[config.mk]
export PLATFORM = sky130hd
export DESIGN_NAME = dev_uart_rx
export DESIGN_NICKNAME = d
export VERILOG_FILES = /design/src/rtl/dev_uart_rx.sv
export SDC_FILE = /design/constraint.sdc
export NUM_CORES = 1
export LEC_CHECK = 0
export ABC_AREA = 1
export BUFFER_PORTS_ARGS = -buffer_cell sky130_fd_sc_hd__buf_2
export CELL_PAD_IN_SITES_DETAIL_PLACEMENT = 0
export CELL_PAD_IN_SITES_GLOBAL_PLACEMENT = 2
export CORE_MARGIN = 1
export CORE_UTILIZATION = 35
export DETAILED_ROUTE_END_ITERATION = 12
export HOLD_SLACK_MARGIN = 0.1
export PLACE_DENSITY = 0.84
export SLEW_MARGIN = 30
export SYNTH_ARGS = -nofsm -noshare
export SYNTH_HDL_FRONTEND = slang
export SYNTH_SLANG_ARGS = --single-unit
[constraint.sdc]
create_clock -name clk -period 2.2 [get_ports clk]
set_input_delay 0.22 -clock clk [delete_from_list [all_inputs] [get_ports clk]]
set_output_delay 0.22 -clock clk [all_outputs]
set_load 0.03 [all_outputs]
[src/rtl/dev_uart_rx.sv]
// dev_uart_rx -- 8N1 serial byte receiver, LSB first.
//
// Converts the asynchronous RX pin into a held byte plus a one-cycle strobe.
// The last correctly framed byte stays on `data` until the next good byte
// arrives.
//
// Ports
//   clk        in   system clock, rising edge
//   rst_n      in   synchronous active-low reset
//   en         in   start-bit enable; a frame already in progress completes
//   rx         in   asynchronous serial input, idles high
//   data       out  last correctly framed byte
//   valid      out  one-cycle pulse when `data` is updated
//   frame_err  out  one-cycle pulse when the stop bit is sampled low
//   busy       out  high in every state except IDLE
module dev_uart_rx #(
   parameter int CLK_FREQ = 12_000_000,
   parameter int BAUD     = 115_200
) (
   input  logic       clk,
   input  logic       rst_n,
   input  logic       en,
   input  logic       rx,
   output logic [7:0] data,
   output logic       valid,
   output logic       frame_err,
   output logic       busy
);

   localparam int CLKS_PER_BIT = (CLK_FREQ + BAUD / 2) / BAUD;
   localparam int HALF_BIT     = CLKS_PER_BIT / 2;
   localparam int CW           = (CLKS_PER_BIT > 1) ? $clog2(CLKS_PER_BIT) : 1;

   localparam logic [CW-1:0] BIT_LAST  = CW'(CLKS_PER_BIT - 1);
   localparam logic [CW-1:0] HALF_LAST = CW'(HALF_BIT - 1);

   typedef enum logic [2:0] {
      IDLE  = 3'd0,
      START = 3'd1,
      DATA  = 3'd2,
      STOP  = 3'd3,
      BREAK = 3'd4
   } state_t;

   state_t        state_q;
   logic          sync1_q, sync2_q;
   logic [CW-1:0] cnt_q;
   logic [2:0]    idx_q;
   logic [7:0]    sh_q;
   logic [7:0]    data_q;
   logic          valid_q, ferr_q, busy_q;
   logic          rx_s;

   assign rx_s      = sync2_q;
   assign data      = data_q;
   assign valid     = valid_q;
   assign frame_err = ferr_q;
   assign busy      = busy_q;

   always_ff @(posedge clk) begin
      if (!rst_n) begin
         state_q <= IDLE;
         sync1_q <= 1'b1;
         sync2_q <= 1'b1;
         cnt_q   <= '0;
         idx_q   <= '0;
         sh_q    <= '0;
         data_q  <= '0;
         valid_q <= 1'b0;
         ferr_q  <= 1'b0;
         busy_q  <= 1'b0;
      end else begin
         sync1_q <= rx;
         sync2_q <= sync1_q;
         // strobes are single-cycle unless re-asserted below
         valid_q <= 1'b0;
         ferr_q  <= 1'b0;

         case (state_q)
            IDLE: begin
               if (en && !rx_s) begin
                  cnt_q   <= '0;
                  state_q <= START;
                  busy_q  <= 1'b1;
               end
            end

            // Re-check the line half a bit in; a short low pulse is a glitch.
            START: begin
               if (cnt_q == HALF_LAST) begin
                  if (rx_s) begin
                     state_q <= IDLE;
                     busy_q  <= 1'b0;
                  end else begin
                     cnt_q   <= '0;
                     idx_q   <= '0;
                     state_q <= DATA;
                  end
               end else begin
                  cnt_q <= cnt_q + CW'(1);
               end
            end

            // Sampling is anchored to the start-bit centre, so each sample
            // lands mid-bit. Right shift leaves the first bit in sh_q[0].
            DATA: begin
               if (cnt_q == BIT_LAST) begin
                  cnt_q <= '0;
                  sh_q  <= {rx_s, sh_q[7:1]};
                  idx_q <= idx_q + 3'd1;
                  if (idx_q == 3'd7)
                     state_q <= STOP;
               end else begin
                  cnt_q <= cnt_q + CW'(1);
               end
            end

            // Leaving at mid-stop-bit lets a directly following start edge
            // be caught from IDLE.
            STOP: begin
               if (cnt_q == BIT_LAST) begin
                  cnt_q <= '0;
                  if (rx_s) begin
                     data_q  <= sh_q;
                     valid_q <= 1'b1;
                     state_q <= IDLE;
                     busy_q  <= 1'b0;
                  end else begin
                     ferr_q  <= 1'b1;
                     state_q <= BREAK;
                  end
               end else begin
                  cnt_q <= cnt_q + CW'(1);
               end
            end

            // A line stuck low must return high before a new start is seen.
            BREAK: begin
               if (rx_s) begin
                  state_q <= IDLE;
                  busy_q  <= 1'b0;
               end
            end

            default: begin
               state_q <= IDLE;
               busy_q  <= 1'b0;
            end
         endcase
      end
   end

endmodule

==> results of run 1 <==
-- routing by layer --
layer | part of all wire (%) | track usage, %
met5 | 0 | 0
met4 | 1.3 | 5.67
met3 | 2.5 | 4.39
met2 | 44 | 25.7
met1 | 53 | 21.1
-- cells by family (layout without fill, tap and decap cells) --
kind of cell / Yosys count / count (layout) / synth area share, %
adder cells (fa/ha/maj): 3 / 3 / 2.38
flip-flops: 34 / 34 / 43.2
buffers and inverters: 26 / 45 / 6.43
AO/OA/AOI/OAI: 32 / 32 / 11.3
AND/OR/NAND/NOR: 129 / 129 / 36.7
-- how the worst max path moves through the flow --
| stage | startpoint | endpoint | slack [ns] | depth (start not counted) |
|---|---|---|---|---|
| 2_1_floorplan | cnt_q[0]$_SDFFE_PN0P_ | state_q[1]$_SDFFE_PN0P_ | 0.79 | 10 |
| 3_3_place_gp | cnt_q[0]$_SDFFE_PN0P_ | sh_q[1]$_SDFFE_PN0P_ | 0.54 | 8 |
| 3_5_place_dp | cnt_q[0]$_SDFFE_PN0P_ | sh_q[3]$_SDFFE_PN0P_ | 0.47 | 8 |
| 4_1_cts | cnt_q[0]$_SDFFE_PN0P_ | sh_q[3]$_SDFFE_PN0P_ | 0.45 | 8 |
| 5_1_grt | cnt_q[0]$_SDFFE_PN0P_ | sh_q[2]$_SDFFE_PN0P_ | 0.27 | 8 |
| 6_report | cnt_q[0]$_SDFFE_PN0P_ | sh_q[4]$_SDFFE_PN0P_ | 0.45 | 8 |
-- sequential cells by signal, indices dropped and copies added (netlist names) --
signal,count
busy,1
valid,1
idx_q,3
frame_err,1
sync1_q,1
state_q,3
rx_s,1
data,8
cnt_q,7
sh_q,8
-- cell type report --
| type | instances | area (um^2) |
|---|---|---|
| Inverter | 22 | 82.6 |
| Timing Repair Buffer | 15 | 77.6 |
| Fill cell | 476 | 2560 |
| Multi-Input combinational cell | 164 | 795 |
| Clock buffer | 6 | 82.6 |
| Clock inverter | 2 | 12.5 |
| Tap cell | 52 | 65.1 |
| Sequential cell | 34 | 681 |
-- layout by cell type (no fill, tap or decap) --
master	n
clkbuf_8	6
o21ai_0	18
dfxtp_1	34
o21ai_1	2
clkinv_2	1
nand2_2	5
nor3_1	2
a31oi_1	6
or2_2	2
nand3_1	21
nor2_4	2
nor2_1	53
a21oi_1	3
inv_2	2
nand4_2	1
inv_1	19
nor2_2	3
buf_2	14
nand2_4	1
clkinv_1	1
buf_4	1
o21bai_1	1
clkinvlp_4	1
nand4_1	4
a21oi_2	2
nand2_1	35
ha_1	3
-- metrics by stage --
step / util [%] / worst slack (ns)
6_report: 41.2 / 0.452
5_1_grt: 41.2 / 0.271
4_1_cts: 41.2 / 0.446
3_5_place_dp: 39.1 / 0.466
3_3_place_gp: 39.1 / 0.539
2_1_floorplan: - / 0.785
-- power by group through the flow --
stage               logic, mW  registers [mW]  clock network, mW
finish                  0.386           0.696              0.491
global route            0.456           0.704              0.537
CTS                     0.393           0.695              0.510
detailed placement      0.392           0.710                  0
global placement        0.402           0.709                  0
floorplan               0.293           0.713                  0
-- worst max-delay path: stages (launching register included) --
cell	delay, ns
dfxtp_1	0.40
ha_1	0.22
nand2_2	0.10
nor2_4	0.17
nand2_4	0.12
nor2_4	0.26
inv_1	0.18
nor2_1	0.12
nor2_1	0.05
==> results.json, run 1 <==
{
  "root_buffer": "clkbuf_8",
  "setup_viol": 0,
  "grt_pass1_vias": 1396,
  "via_per_inst": 4.80,
  "reg2reg_from": "cnt_q[0]$_SDFFE_PN0P_",
  "total_power_mw": 1.57,
  "status": "finished clean",
  "switching_power_mw": 0.540,
  "antenna_found_initial": 0,
  "rsz0062_at_grt": "false",
  "period_share_pct": 79.4,
  "cts_buffer_depth": 2,
  "drt-pass1-iter-count": 5,
  "dp.cells": 287,
  "drive_gt1_share_pct": 16.9,
  "nets": 249,
  "grt_pass1_wl_mm": 6.16,
  "clkPwrFrac_pct": 31.2,
  "gp_congestion": 0.782,
  "ant_nets": 0,
  "fin_area_um2": 1800,
  "intPower_mw": 1.03,
  "instances_no_fill": 295,
  "synth_edf_count": 0,
  "synth-async-reset-ratio_pct": 0,
  "finalClockSkew_ns": 0.00886,
  "synth.distinct_cells": 24,
  "hold_ws_ns": 0.121,
  "power.density_nw_per_um2": 876,
  "p_sw_share_pct": 34.4,
  "r2r_slack_ns": 0.45,
  "crit_arrival_ns": 1.93,
  "core_um2": 4350,
  "htreeDepth": 2,
  "reg2reg_depth": 8,
  "initial_core_util_pct": 36.2,
  "clkTransAtPathRegs_ns": 0.08,
  "p_leak_nw": 0.798,
  "cap_violations": 0,
  "yosys_most_used_dff": "dfxtp_1",
  "synth_cells": 224,
  "ir_worst_vdd_v": 0.000349,
  "holdPathStages": 2,
  "synth-seq-cells": 34,
  "syn_nets": 231,
  "path_max_fanout": 13,
  "fmax_ghz": 0.572,
  "drtIter0Drc": 64,
  "synth.largest_area_cell": "dfxtp_1",
  "power_frac_comb_pct": 24.6,
  "min_period_ns": 1.75,
  "drv_slew": 0,
  "yosysWarnings": 0,
  "yosys.area.top_type_share_pct": 43.2,
  "hold_end": "sync1_q$_SDFF_PN1_",
  "critPathKind": "flip-flop to flip-flop",
  "antennaDiodeCount": 0,
  "slew_headroom_pct": 66.1,
  "cts_sinks": 34,
  "wl_mm": 3.50,
  "dp_hpwl_mm": 2.52,
  "drc_errors": 0,
  "yosys-top-cells-count": "nor2_1, nand2_1, dfxtp_1",
  "worstSkewPairLatency_ns": 0.29,
  "syn_area_per_cell_um2": 7.04,
  "cts_setup_buffers": 0,
  "area_delta_synth_final_pct": 13.9,
  "yosys-top-cells-area": "dfxtp_1, nor2_1, nand2_1",
  "grt-ovfl-total": 0,
  "worstMarginPinSlew_ns": 0.508,
  "portBuffers": 14,
  "grt_util_all_layers_pct": 16.2,
  "placed_cell_area_um2": 1700,
  "hold_buffers": 0,
  "critPathCaptureType": "flip-flop",
  "num_rows": 24,
  "worstHoldPathType": "primary input to flip-flop",
  "finalHoldViolCount": 0,
  "drt-wirelength-per-cell_um": 11.9,
  "cts_buffers": 5,
  "fin_setup_tns_ns": 0,
  "die_area_um2": 4780,
  "netlist_area_um2": 1580,
  "timing.rr.end": "sh_q[4]$_SDFFE_PN0P_",
  "via_count": 1416,
  "synth_most_common_cell": "nor2_1",
  "cts_tree": "built",
  "cp-start-kind": "flip-flop",
  "chipWidth_um": 69.1,
  "required_ns": 2.38,
  "pwr-share-seq_pct": 44.2,
  "pin_count": 15,
  "cts.repair.resized": 0,
  "hp-start": "rx",
  "die_h_um": 69.1,
  "grt_max_degree": 22,
  "ys_seq_area_share_pct": 43.2
}
No activity file was read; power rests on OpenSTA's default activity.
==> inputs of run 2 (changes only) <==
--- a/config.mk
+++ b/config.mk
@@ -10,10 +10,10 @@
 export CELL_PAD_IN_SITES_DETAIL_PLACEMENT = 0
 export CELL_PAD_IN_SITES_GLOBAL_PLACEMENT = 2
 export CORE_MARGIN = 1
-export CORE_UTILIZATION = 35
+export CORE_UTILIZATION = 29
 export DETAILED_ROUTE_END_ITERATION = 12
 export HOLD_SLACK_MARGIN = 0.1
-export PLACE_DENSITY = 0.84
+export PLACE_DENSITY = 0.75
 export SLEW_MARGIN = 30
 export SYNTH_ARGS = -nofsm -noshare
 export SYNTH_HDL_FRONTEND = slang
==> constraint.sdc (replaced) <==
create_clock -name clk -period 1.5 [get_ports clk]
set_input_delay 0.15 -clock clk [delete_from_list [all_inputs] [get_ports clk]]
set_output_delay 0.15 -clock clk [all_outputs]
set_load 0.03 [all_outputs]
==> run 2 against run 1 <==
Net effect:
- clock skew shrank 0.0021 ns
- via count grew 5.6%
- sequential share of layout area shrank 5.4 points
- setup slack lost 0.39 ns
- power grew 64%
- die area grew 20%
- critical path depth grew 2
- combinational power grew 120%
- first-iteration DRC count grew 31%
- register-to-register slack lost 0.39 ns
- critical endpoint is now state_q[2]$_SDFFE_PN0P_
- largest cell class unchanged
==> results.json, run 2 (synthesized netlist as in run 1, its figures left out) <==
{
  "cts_buffer_depth": 2,
  "critPathLaunch": "cnt_q[1]$_SDFFE_PN0P_",
  "ant_nets": 0,
  "dp.cells": 320,
  "root_buffer": "clkbuf_8",
  "worstSkewPairLatency_ns": 0.28,
  "met1_usage_pct": 19.7,
  "fmax_ghz": 0.698,
  "portBuffers": 14,
  "drt-wirelength-per-cell_um": 11.5,
  "clkTransAtPathRegs_ns": 0.07,
  "min_period_ns": 1.43,
  "grt-ovfl-total": 0,
  "slowest_stage": "dfxtp_2",
  "num_rows": 26,
  "drive_gt1_share_pct": 29.4,
  "grt_util_all_layers_pct": 15.3,
  "post-place-ws_ns": -0.0357,
  "antennaDiodeCount": 0,
  "grt_pass1_vias": 1401,
  "drtIter0Drc": 84,
  "crit_arrival_ns": 1.61,
  "use_met3_pct": 3.97,
  "drv_slew": 0,
  "initial_core_util_pct": 30.5,
  "grt_max_degree": 22,
  "status": "finished clean",
  "finalHoldViolCount": 0,
  "rsz0062_at_grt": "true",
  "antenna_found_initial": 0,
  "worstMarginPinSlew_ns": 0.353,
  "timing.rr.end": "state_q[2]$_SDFFE_PN0P_",
  "fin_setup_tns_ns": 0,
  "crit_family": "simple AND/OR/NAND/NOR gates",
  "instances_no_fill": 332,
  "cap_violations": 0,
  "dp_hpwl_mm": 2.73,
  "path_common_cell": "nand2_4",
  "via_per_inst": 4.51,
  "via_count": 1496,
  "holdPathStages": 3,
  "cts_sinks": 34,
  "reg2reg_from": "cnt_q[1]$_SDFFE_PN0P_",
  "finalClockSkew_ns": 0.00681,
  "period_share_pct": 95.5,
  "wl_mm": 3.83,
  "drt-pass1-iter-count": 4,
  "die_area_um2": 5740,
  "grt_pass1_wl_mm": 6.40,
  "p_leak_nw": 0.932,
  "die_h_um": 75.7,
  "setup_slack_ns": 0.0671,
  "ir_worst_vdd_v": 0.000703,
  "r2r_slack_ns": 0.07,
  "mostFrequentLayoutCell": "nor2_1",
  "most-common-layout-cells": "nor2_1, nand2_1, dfxtp_1",
  "area_delta_synth_final_pct": 33.5,
  "max_stage_delay_ns": 0.36,
  "htreeDepth": 2,
  "busiest_layer": "met2",
  "gp_congestion": 0.760,
  "cts_buffers": 5,
  "setup_viol": 0,
  "chipWidth_um": 75.7,
  "use_met2_pct": 24.4,
  "total_power_mw": 2.58,
  "critPathKind": "flip-flop to flip-flop",
  "hp-start": "rst_n",
  "drc_errors": 0,
  "reg2reg_depth": 10,
  "slew_headroom_pct": 76.5,
  "nets": 268,
  "worstHoldPathType": "primary input to flip-flop",
  "crit_chain": "ha_4 -> inv_2 -> nor2_2 -> nand3_4 -> nand2_4 -> nand2_4 -> nor2_4 -> nand3_2 -> nand2_1 -> nor2_1",
  "hold_end": "state_q[0]$_SDFFE_PN0P_",
  "path_max_fanout": 6,
  "cp-start-kind": "flip-flop",
  "required_ns": 1.68,
  "critPathCaptureType": "flip-flop",
  "cts_tree": "built",
  "power.density_nw_per_um2": 1220,
  "crit_buf_inv": 1,
  "fin_util_pct": 40.7,
  "core_um2": 5170,
  "pin_count": 15
}
==> run 2: worst max-delay path by stage <==
stage / to / slack, ns / cells past startpoint
after floorplan: state_q[1]$_SDFFE_PN0P_ / 0.09 / 10
after global placement: data[4]$_SDFFE_PN0P_ / -0.0002 / 6
after detailed placement: state_q[2]$_SDFFE_PN0P_ / -0.04 / 10
after CTS: state_q[2]$_SDFFE_PN0P_ / 0.006 / 8
after global routing: state_q[2]$_SDFFE_PN0P_ / -0.02 / 10
final: state_q[2]$_SDFFE_PN0P_ / 0.07 / 10
==> run 2: what timing repair did <==
action / in CTS / in global routing
endpoints found under the hold margin: 1 / 0
hold buffers: 1 / 0
setup buffers: 0 / 3
pin swaps: 0 / 15
endpoints found under the setup margin: 12 / 27
gates resized for setup: 4 / 31
==> run 2: worst min-delay path, cell delays in order <==
cell	delay (ns)
buf_2	0.09
inv_1	0.16
nor2_1	0.13
==> run 2: area by class of cell <==
| type | instances | area, um^2 |
|---|---|---|
| inverter | 22 | 85.1 |
| clock inverter | 1 | 5.00 |
| timing repair buffer | 34 | 243 |
| fill | 557 | 3070 |
| multi-input combinational | 164 | 913 |
| sequential | 34 | 684 |
| clock buffer | 7 | 86.3 |
| tap | 70 | 87.6 |
==> run 2: power breakdown <==
| part | internal, mW | total [mW] | switching, mW |
|---|---|---|---|
| Clock | 0.370 | 0.700 | 0.330 |
| Sequential | 0.965 | 1.02 | 0.0547 |
| Combinational | 0.353 | 0.857 | 0.504 |
| Total | 1.69 | 2.58 | 0.888 |
==> run 2: metrics by stage <==
step                hold slack (ns)  cell area, um^2
floorplan                     0.257             1580
global placement              0.335             1850
detailed placement            0.342             1850
CTS                           0.291             1970
global route                  0.312             2100
finish                        0.291             2100
==> run 2: per-layer routing <==
| layer | routed length [um] | share of wire (%) |
|---|---|---|
| met1 | 1930 | 50 |
| met2 | 1710 | 45 |
| met4 | 84 | 2.2 |
| met3 | 103 | 2.7 |
| met5 | 0 | 0 |
==> inputs of run 3 (changes only) <==
--- a/config.mk
+++ b/config.mk
@@ -14,6 +14,7 @@
 export DETAILED_ROUTE_END_ITERATION = 12
 export HOLD_SLACK_MARGIN = 0.1
 export PLACE_DENSITY = 0.75
+export RECOVER_POWER = 50
 export SLEW_MARGIN = 30
 export SYNTH_ARGS = -nofsm -noshare
 export SYNTH_HDL_FRONTEND = slang
==> run 3 against run 2 <==
Net effect:
- first-iteration DRC count is 20% higher
- via count rose by 0.13%
- sequential power barely moved
- count of clock-buffer cells in the layout stayed put
- cell count is the same
- critical path depth stayed put
- sequential share of layout area grew 0.21 points
- die area unchanged
- critical path type unchanged
==> results.json, run 3 (synthesized netlist as in run 1, its figures left out) <==
{
  "grt_pass1_wl_mm": 6.40,
  "instances_no_fill": 332,
  "placed_cell_area_um2": 1850,
  "slew_headroom_pct": 75.5,
  "drive_gt1_share_pct": 25.2,
  "r2r_slack_ns": 0.07,
  "portBuffers": 14,
  "dp.cells": 320,
  "critPathKind": "flip-flop to flip-flop",
  "cts_buffers": 5,
  "total_power_mw": 2.57,
  "period_share_pct": 95.5,
  "ant_nets": 0,
  "ir_worst_vdd_v": 0.000703,
  "hold_ws_ns": 0.291,
  "path_max_fanout": 6,
  "finalClockSkew_ns": 0.00675,
  "dp_hpwl_mm": 2.73,
  "fin_area_um2": 2090,
  "initial_core_util_pct": 30.5,
  "cts_buffer_depth": 2,
  "crit_chain": "ha_4 -> inv_2 -> nor2_2 -> nand3_4 -> nand2_4 -> nand2_4 -> nor2_4 -> nand3_2 -> nand2_1 -> nor2_1",
  "post-place-ws_ns": -0.0357,
  "area_delta_synth_final_pct": 32.6,
  "timing.rr.end": "state_q[2]$_SDFFE_PN0P_",
  "drtIter0Drc": 101,
  "die_h_um": 75.7,
  "min_period_ns": 1.43,
  "antennaDiodeCount": 0,
  "multi_input_area_um2": 913,
  "cap_violations": 0,
  "wl_mm": 3.85,
  "crit_buf_inv": 1,
  "mostFrequentLayoutCell": "nor2_1",
  "power.density_nw_per_um2": 1230,
  "pin_count": 15,
  "drt-wirelength-per-cell_um": 11.6,
  "cts_tree": "built",
  "fmax_ghz": 0.698,
  "worstHoldPathType": "primary input to flip-flop",
  "via_count": 1498,
  "slowest_stage": "dfxtp_2",
  "chipWidth_um": 75.7,
  "clkTransAtPathRegs_ns": 0.07,
  "via_per_inst": 4.51,
  "holdPathStages": 3,
  "crit_family": "simple AND/OR/NAND/NOR gates",
  "drv_slew": 0,
  "htreeDepth": 2,
  "path_common_cell": "nand2_4",
  "hold_end": "state_q[0]$_SDFFE_PN0P_",
  "drt-pass1-iter-count": 4,
  "grt_max_degree": 22,
  "p_leak_nw": 0.884,
  "max_stage_delay_ns": 0.36,
  "status": "finished clean",
  "grt_util_all_layers_pct": 15.3,
  "setup_viol": 0,
  "gp_congestion": 0.760,
  "rsz0062_at_grt": "true",
  "cts_sinks": 34,
  "fin_setup_tns_ns": 0,
  "nets": 268,
  "worstSkewPairLatency_ns": 0.28,
  "drc_errors": 0,
  "setup_slack_ns": 0.0671,
  "finalHoldViolCount": 0,
  "grt-ovfl-total": 0,
  "seqCellArea_um2": 684,
  "antenna_found_initial": 0,
  "core_um2": 5170,
  "hp-start": "rst_n",
  "num_rows": 26,
  "grt_pass1_vias": 1401,
  "most-common-layout-cells": "nor2_1, nand2_1, dfxtp_1",
  "fill_cells": 565,
  "worstMarginPinSlew_ns": 0.369,
  "crit_arrival_ns": 1.61,
  "root_buffer": "clkbuf_8",
  "critPathCaptureType": "flip-flop",
  "fin_util_pct": 40.4,
  "cp-start-kind": "flip-flop",
  "reg2reg_from": "cnt_q[1]$_SDFFE_PN0P_",
  "die_area_um2": 5740,
  "required_ns": 1.68,
  "reg2reg_depth": 10
}
## run 3: worst reg2reg max path, stage by stage, from the launching register on
cell and delay [ns]:
dfxtp_2 0.36, ha_4 0.16, inv_2 0.04, nor2_2 0.14, nand3_4 0.13, nand2_4 0.13
nand2_4 0.08, nor2_4 0.12, nand3_2 0.06, nand2_1 0.06, nor2_1 0.04
## run 3: area by class of cell
| class | instances | area share, % |
|---|---|---|
| Sequential cell | 34 | 32.7 |
| Timing Repair Buffer | 34 | 11.0 |
| Clock inverter | 1 | 0.239 |
| Inverter | 22 | 4.07 |
| Clock buffer | 7 | 4.13 |
| Tap cell | 70 | 4.19 |
| Multi-Input combinational cell | 164 | 43.7 |
## run 3: what timing repair did
| action | in CTS | in global routing |
|---|---|---|
| setup buffers | 0 | 3 |
| hold buffers | 1 | 0 |
| hold endpoints to repair | 1 | 0 |
| resized for setup | 4 | 31 |
| setup endpoints to repair | 12 | 27 |
| pin swaps | 0 | 15 |
## run 3: power breakdown
part	switching, mW	internal (mW)
clock network	0.330	0.370
registers	0.0550	0.965
logic	0.504	0.351
## run 3: per-layer routing
metal  GRT usage (%)  part of all wire [%]
met5               0                     0
met4            6.17                   2.2
met3            3.97                   2.9
met2            24.4                    44
met1            19.7                    50
## run 3: worst max-delay path by stage
stage | startpoint | to | slack (ns) | cells past startpoint
2_1_floorplan | cnt_q[0]$_SDFFE_PN0P_ | state_q[1]$_SDFFE_PN0P_ | 0.09 | 10
3_3_place_gp | cnt_q[1]$_SDFFE_PN0P_ | data[4]$_SDFFE_PN0P_ | -0.0002 | 6
3_5_place_dp | cnt_q[1]$_SDFFE_PN0P_ | state_q[2]$_SDFFE_PN0P_ | -0.04 | 10
4_1_cts | cnt_q[1]$_SDFFE_PN0P_ | state_q[2]$_SDFFE_PN0P_ | 0.006 | 8
5_1_grt | cnt_q[1]$_SDFFE_PN0P_ | state_q[2]$_SDFFE_PN0P_ | -0.02 | 10
6_report | cnt_q[1]$_SDFFE_PN0P_ | state_q[2]$_SDFFE_PN0P_ | 0.07 | 10
